## src/rtl/seq_alu_if.sv

```systemverilog
// Execute-stage ALU bus: operation request from ID/EX, registered result to EX/MEM.
interface seq_alu_if #(
  parameter int XLEN = 32
);
  logic            valid_i;
  logic [2:0]      ALUCtrl_i;
  logic [XLEN-1:0] data1_i;
  logic [XLEN-1:0] data2_i;
  logic            flush_i;
  logic            ready_o;
  logic            stall_o;
  logic            valid_o;
  logic [XLEN-1:0] data_o;
  logic            zero_o;

  modport master (
    output valid_i, ALUCtrl_i, data1_i, data2_i, flush_i,
    input  ready_o, stall_o, valid_o, data_o, zero_o
  );

  modport slave (
    input  valid_i, ALUCtrl_i, data1_i, data2_i, flush_i,
    output ready_o, stall_o, valid_o, data_o, zero_o
  );
endinterface

```

## src/rtl/seq_alu.sv

```systemverilog
// Execute-stage ALU: single-cycle ADD/SUB/AND/XOR/SLL/SRA with a registered
// result, plus an iterative shift-add MUL (XLEN iterations) that stalls the pipe.
//
// state    | meaning
// ---------+-------------------------------------------------------------
// IDLE     | ready for a new operation; single-cycle ops complete here
// MUL_BUSY | shift-add multiply in progress, one multiplier bit per cycle
module seq_alu #(
  parameter int XLEN  = 32,
  parameter int CNT_W = 6
) (
  input  logic      clk_i,
  input  logic      rst_i,
  seq_alu_if.slave  bus
);

  // ALU control encodings (match ALU_CONTROL_CONSTANT_* in const.v); 3'b111 is unused
  localparam logic [2:0] ALU_AND = 3'b000;
  localparam logic [2:0] ALU_XOR = 3'b001;
  localparam logic [2:0] ALU_ADD = 3'b010;
  localparam logic [2:0] ALU_SUB = 3'b011;
  localparam logic [2:0] ALU_SLL = 3'b100;
  localparam logic [2:0] ALU_SRA = 3'b101;
  localparam logic [2:0] ALU_MUL = 3'b110;

  localparam logic [CNT_W-1:0] CNT_LAST = CNT_W'(XLEN - 1);

  typedef enum logic {
    IDLE     = 1'b0,
    MUL_BUSY = 1'b1
  } state_t;

  state_t            state_q, state_d;
  logic [CNT_W-1:0]  cnt_q;
  logic [XLEN-1:0]   mcand_q;
  logic [XLEN-1:0]   mplier_q;
  logic [XLEN-1:0]   acc_q;
  logic [XLEN-1:0]   data_q;
  logic              zero_q;
  logic              valid_q;

  logic              ready;
  logic              stall;
  logic              accept;
  logic              is_mul;
  logic              mul_step;
  logic              mul_last;
  logic [XLEN-1:0]   acc_sum;
  logic [XLEN-1:0]   alu_res;

  assign is_mul   = (bus.ALUCtrl_i == ALU_MUL);
  assign accept   = ready && bus.valid_i && !bus.flush_i;
  assign mul_step = (state_q == MUL_BUSY) && !bus.flush_i;
  assign mul_last = mul_step && (cnt_q == CNT_LAST);
  assign acc_sum  = acc_q + (mplier_q[0] ? mcand_q : '0);

  // Single-cycle operation result; unused codes fall back to ADD
  always_comb begin
    alu_res = bus.data1_i + bus.data2_i;
    case (bus.ALUCtrl_i)
      ALU_SUB: alu_res = bus.data1_i - bus.data2_i;
      ALU_AND: alu_res = bus.data1_i & bus.data2_i;
      ALU_XOR: alu_res = bus.data1_i ^ bus.data2_i;
      ALU_SLL: alu_res = bus.data1_i << bus.data2_i[4:0];
      ALU_SRA: alu_res = $signed(bus.data1_i) >>> bus.data2_i[4:0];
      default: alu_res = bus.data1_i + bus.data2_i;
    endcase
  end

  // State register
  always_ff @(posedge clk_i) begin
    if (rst_i) state_q <= IDLE;
    else       state_q <= state_d;
  end

  // Next-state logic
  always_comb begin
    state_d = state_q;
    case (state_q)
      IDLE:     if (accept && is_mul) state_d = MUL_BUSY;
      MUL_BUSY: if (bus.flush_i || mul_last) state_d = IDLE;
      default:  state_d = IDLE;
    endcase
  end

  // FSM outputs: ready and stall are combinational on state and request
  always_comb begin
    ready = (state_q == IDLE);
    stall = mul_step || (ready && bus.valid_i && is_mul && !bus.flush_i);
  end

  // Multiplier datapath, iteration counter and registered result
  always_ff @(posedge clk_i) begin
    if (rst_i) begin
      cnt_q    <= '0;
      mcand_q  <= '0;
      mplier_q <= '0;
      acc_q    <= '0;
      data_q   <= '0;
      zero_q   <= 1'b1;
      valid_q  <= 1'b0;
    end else begin
      valid_q <= 1'b0;
      if (accept) begin
        if (is_mul) begin
          mcand_q  <= bus.data1_i;
          mplier_q <= bus.data2_i;
          acc_q    <= '0;
          cnt_q    <= '0;
        end else begin
          data_q  <= alu_res;
          zero_q  <= (alu_res == '0);
          valid_q <= 1'b1;
        end
      end else if (state_q == MUL_BUSY) begin
        if (bus.flush_i) begin
          cnt_q <= '0;
        end else begin
          acc_q    <= acc_sum;
          mcand_q  <= mcand_q << 1;
          mplier_q <= mplier_q >> 1;
          if (mul_last) begin
            cnt_q   <= '0;
            data_q  <= acc_sum;
            zero_q  <= (acc_sum == '0);
            valid_q <= 1'b1;
          end else begin
            cnt_q <= cnt_q + CNT_W'(1);
          end
        end
      end
    end
  end

  assign bus.ready_o = ready;
  assign bus.stall_o = stall;
  assign bus.valid_o = valid_q;
  assign bus.data_o  = data_q;
  assign bus.zero_o  = zero_q;

endmodule

```

## src/flat_wrapper.sv

```systemverilog
// flat-port wrapper written by rule: the top's interface ports become plain ports
module seq_alu_flat 
#(
  parameter int XLEN  = 32,
  parameter int CNT_W = 6
)
  (clk_i, rst_i, bus_valid_i, bus_ALUCtrl_i, bus_data1_i, bus_data2_i, bus_flush_i, bus_ready_o, bus_stall_o, bus_valid_o, bus_data_o, bus_zero_o);
  seq_alu_if #(.XLEN(XLEN)) bus_i ();
  input  logic clk_i;
  input  logic rst_i;
  input wire logic [$bits(bus_i.valid_i)-1:0] bus_valid_i;
  input wire logic [$bits(bus_i.ALUCtrl_i)-1:0] bus_ALUCtrl_i;
  input wire logic [$bits(bus_i.data1_i)-1:0] bus_data1_i;
  input wire logic [$bits(bus_i.data2_i)-1:0] bus_data2_i;
  input wire logic [$bits(bus_i.flush_i)-1:0] bus_flush_i;
  output wire logic [$bits(bus_i.ready_o)-1:0] bus_ready_o;
  output wire logic [$bits(bus_i.stall_o)-1:0] bus_stall_o;
  output wire logic [$bits(bus_i.valid_o)-1:0] bus_valid_o;
  output wire logic [$bits(bus_i.data_o)-1:0] bus_data_o;
  output wire logic [$bits(bus_i.zero_o)-1:0] bus_zero_o;
  assign bus_i.valid_i = bus_valid_i;
  assign bus_i.ALUCtrl_i = bus_ALUCtrl_i;
  assign bus_i.data1_i = bus_data1_i;
  assign bus_i.data2_i = bus_data2_i;
  assign bus_i.flush_i = bus_flush_i;
  assign bus_ready_o = bus_i.ready_o;
  assign bus_stall_o = bus_i.stall_o;
  assign bus_valid_o = bus_i.valid_o;
  assign bus_data_o = bus_i.data_o;
  assign bus_zero_o = bus_i.zero_o;
  seq_alu #(.XLEN(XLEN), .CNT_W(CNT_W)) u_core (.clk_i(clk_i), .rst_i(rst_i), .bus(bus_i));
endmodule
```

## config.mk

```make
export PLATFORM = sky130hd
export DESIGN_NAME = seq_alu_flat
export DESIGN_NICKNAME = d
export VERILOG_FILES = /design/src/rtl/seq_alu_if.sv /design/src/rtl/seq_alu.sv /design/src/flat_wrapper.sv
export SDC_FILE = /design/constraint.sdc
export NUM_CORES = 1
export LEC_CHECK = 0
export BUFFER_PORTS_ARGS = -buffer_cell sky130_fd_sc_hd__buf_2
export CAP_MARGIN = 30
export CORE_MARGIN = 2
export CORE_UTILIZATION = 64
export CTS_BUF_LIST = sky130_fd_sc_hd__clkbuf_4
export DETAILED_ROUTE_END_ITERATION = 7
export HOLD_SLACK_MARGIN = 0.1
export PLACE_DENSITY_LB_ADDON = 0.25
export SETUP_SLACK_MARGIN = 0.4
export SYNTH_ARGS = -nofsm -noshare
export SYNTH_HDL_FRONTEND = slang
export SYNTH_SLANG_ARGS = --single-unit
```

## constraint.sdc

```tcl
create_clock -name clk_i -period 7.1 [get_ports clk_i]
set_clock_uncertainty 0.15 [all_clocks]
set_input_delay 1.42 -clock clk_i [delete_from_list [all_inputs] [get_ports clk_i]]
set_output_delay 1.42 -clock clk_i [all_outputs]
set_load 0.01 [all_outputs]
```

==> results.md <==
- Status: complete, no violations
- Hold Buf Count CTS: 0
- Overall power consumption: 2260 uW
- Fin Setup TNS: 0 ns
- Number of top-level design ports: 107
- Highest ir drop seen on vdd: 109 uV
- Endpoint required time on the critical path: 7.46 ns
- Dominant combinational cell family by area after synthesis: compound AO/OA/AOI/OAI gates
- Share of final-layout standard cells stronger than drive strength 1: 13.9%
- Number of buffers created by CTS: 17
- Root Driver: sky130_fd_sc_hd__clkbuf_4
- Total detailed-routing wirelength: 57,400 microns
- Number of antenna violations at the first check in global routing: 2
- Worst path arrival time: 6.44 ns
- Max capacitance violation total: 0
- Fin crit period: 6.08 ns
- Achievable frequency: 0.165 GHz
- LEAKAGE: 0.00622 uW
- 1st-iter DRT viols: 2,175
- Fillers: 1,897
- Slew Limit Headroom: 32.5%
- Clock-pin slew reported for the worst setup and hold paths after clock tree synthesis: 0.14 ns
- Total number of vias: 16,200
- Level count of the clock H-tree: 4
- Clock buffer depth: 2
- Area growth from synthesis to final layout: 5.65%
- Ordered list of cells on the worst path: buf_2 -> or2_1 -> or4_1 -> or4_1 -> o21ai_0 -> xor2_1 -> ha_1 -> and3_1 -> and2_1 -> a21boi_0 -> nor2_1 -> nor4b_1 -> nor3_1 -> nor4_1 -> nand3b_1 -> or4_1 -> or3_1 -> o211ai_2
- Netlist Area Pre-Place: 14,800 sq um
- Finish-stage setup viols: 0
- Std cell rows: 55
- Adder-cell area share of the yosys netlist: 8.50%
- Number of detailed-route iterations in the first pass: 6
- Unrepaired setup endpoints after global routing: no
- Post_cts resized: 0
- Element type at the critical path start: input port
- Final net count: 2,117
- Overflow after GRT: 0
- Average routed wire per standard cell: 25.6 microns
- Area used by multi-input combinational logic: 11,300 sq um
- Routability congestion estimate from global placement: 1.10
- Worst Path Class, Setup: in2reg
- Total half-perimeter wirelength after legalization and detailed placement: 41,500 microns
- Crit path largest cell delay: 0.58 ns
- Share of async-settable or async-resettable flops after synthesis: 0%
- Worst-path fanout max: 7
- Number of port buffers: 106
- Initial core utilization: 65.2%
- Wire length of the first global-routing pass: 87,200 microns
- Total DRC errors in the routed layout: 0
- Endpoint kind of the worst setup timing path: flop
- Synthesized netlist net count: 2,109
- Overall track demand over capacity in global routing: 46.8%
- Cell with the largest stage delay on the worst path: sky130_fd_sc_hd__or4_1
- Commonest cells after routing, fill and taps aside: sky130_fd_sc_hd__nand2_1 (286), sky130_fd_sc_hd__nor2_1 (249), sky130_fd_sc_hd__dfxtp_1 (137)
- Post-Synth Simple-Gate Area: 22.8%
- Final hold viol count: 0
- Core Box Area: 22,600 sq um
- Number of flops mapped to enable cells by yosys: 0
- Crit path top cell by count: sky130_fd_sc_hd__or4_1
- Area of the die: 24,300 sq um
- Clock latency on the worst-skew pair: 0.60 ns
- Most common cell after layout, fill and taps aside: sky130_fd_sc_hd__nand2_1
- CTS tree: done
- Ys flop type: sky130_fd_sc_hd__dfxtp_1
- Number of buffers inserted by post-CTS setup repair: 0
- Vias in the first global route: 14,900
- Hold/Removal Path Class: reg2reg
- Height of the die: 156 microns
- Portion of the clock cycle consumed by the worst path in the final layout: 85.6%
- Count of state elements after synthesis: 137
- Cell variety after synth: 81
- Num Clock Sinks: 137
- Synth Warn #: 0
- Per-cell via count in the routed design: 7.21
- Share of the yosys chip area belonging to registers: 18.6%
- Mux contribution to synthesized area: 15.2%
- Post-synthesis compound-gate area fraction: 25.1%
- Pin count of the biggest net entering global routing: 106
- Sequential cell area: 2740 sq um
- Die span in x: 156 microns
- Syn_area_per_cell: 7.61 sq um
- Transition time of the tightest slew-check pin: 1.01 ns
- Remaining antenna violation count after routing: 0
- Number of instances in the synthesized netlist: 1,939
- Total power per unit cell area: 145 nW/um^2
- Slew Viols, Final: 0
- XOR/XNOR Fraction of Synth Area: 4.87%
==> worst max-delay path, delay by kind of cell <==
kind / cells / cell delay (ns)
buffers and inverters: 1 / 0.13
AO/OA/AOI/OAI: 3 / 0.52
XOR/XNOR: 1 / 0.17
adder cells (fa/ha/maj): 1 / 0.33
AND/OR/NAND/NOR: 12 / 3.85
==> worst paths after layout <==
kind,depth (start not counted),start,slack (ns),endpoint
hold / removal,2,u_core.bus.data_o[24],0.31,u_core.bus.data_o[24]
setup / recovery,18,bus_data2_i[3],1.02,u_core.bus.zero_o
hold reg to reg,2,u_core.bus.data_o[24],0.31,u_core.bus.data_o[24]
setup reg to reg,14,u_core.mplier_q[0],2.02,u_core.bus.zero_o
==> power breakdown <==
group	total (uW)	switching [uW]	internal [uW]
registers	805	14.1	791
logic	929	595	334
clock network	529	377	153
total	2260	986	1280
==> routing by layer <==
layer	up-vias	wire, microns	GRT usage [%]
met1	7455	21400	61.0
met3	257	7640	11.6
met4	0	4010	26.6
met5	-	0	0
li1	7234	-	-
met2	1258	24400	70.5
==> registers in the layout (all words and copies together), names as in the netlist <==
| signal | flops |
|---|---|
| u_core.acc_q | 32 |
| u_core.bus.data_o | 32 |
| u_core.bus.valid_o | 1 |
| u_core.bus.zero_o | 1 |
| u_core.cnt_q | 6 |
| u_core.mcand_q | 32 |
| u_core.mplier_q | 32 |
| u_core.state_q | 1 |
==> cell usage after synthesis (all sizes together) (13+ instances only) <==
| library cell | instances | area, sq um |
|---|---|---|
| xnor2 | 52 | 455 |
| inv | 29 | 109 |
| nor3 | 34 | 170 |
| o211ai | 23 | 178 |
| clkbuf | 114 | 428 |
| ha | 97 | 1210 |
| nand4 | 17 | 106 |
| a21o | 39 | 293 |
| a21oi | 124 | 621 |
| xor2 | 30 | 263 |
| mux4 | 58 | 1310 |
| nand2 | 286 | 1070 |
| nand3 | 31 | 155 |
| a31oi | 24 | 150 |
| dfxtp | 137 | 2740 |
| mux2i | 67 | 671 |
| nor2 | 250 | 938 |
| a211oi | 26 | 195 |
| and3 | 13 | 81.3 |
| o21ai | 80 | 400 |
| a311oi | 80 | 701 |
| nand2b | 13 | 81.3 |
| and2 | 43 | 269 |
| mux2 | 22 | 259 |
| o22ai | 16 | 100 |
| a22oi | 31 | 238 |
| buf | 35 | 186 |
==> stage by stage <==
step           util (%)  instances  area, sq um  setup WS, ns  hold WS (ns)
2_1_floorplan         -       1939        14800         0.444         0.282
3_3_place_gp       67.6       2211        15300         0.620         0.288
3_5_place_dp       67.6       2212        15300         0.533         0.299
4_1_cts            68.8       2244        15600          1.10         0.316
5_1_grt            68.8       2246        15600         0.669         0.339
6_report           68.8       2246        15600          1.02         0.312
==> area by class of cell <==
| class | count | area share [%] |
|---|---|---|
| Inverter | 29 | 0.707 |
| Timing Repair Buffer | 138 | 4.99 |
| Multi-Input combinational cell | 1624 | 72.7 |
| Sequential cell | 137 | 17.6 |
| Tap cell | 285 | 2.29 |
| Clock buffer | 17 | 0.819 |
| Antenna cell | 1 | 0.0161 |
| Clock inverter | 15 | 0.851 |
==> logic make-up after synthesis <==
family	after synthesis
AOI/OAI and AO/OA	540
xor gates and xnor gates	82
adders and majority gates	99
buffers and inverters	178
DFF	137
muxes	147
and+or+nand+nor	756
Note: power is estimated with default switching activity, not from simulation.
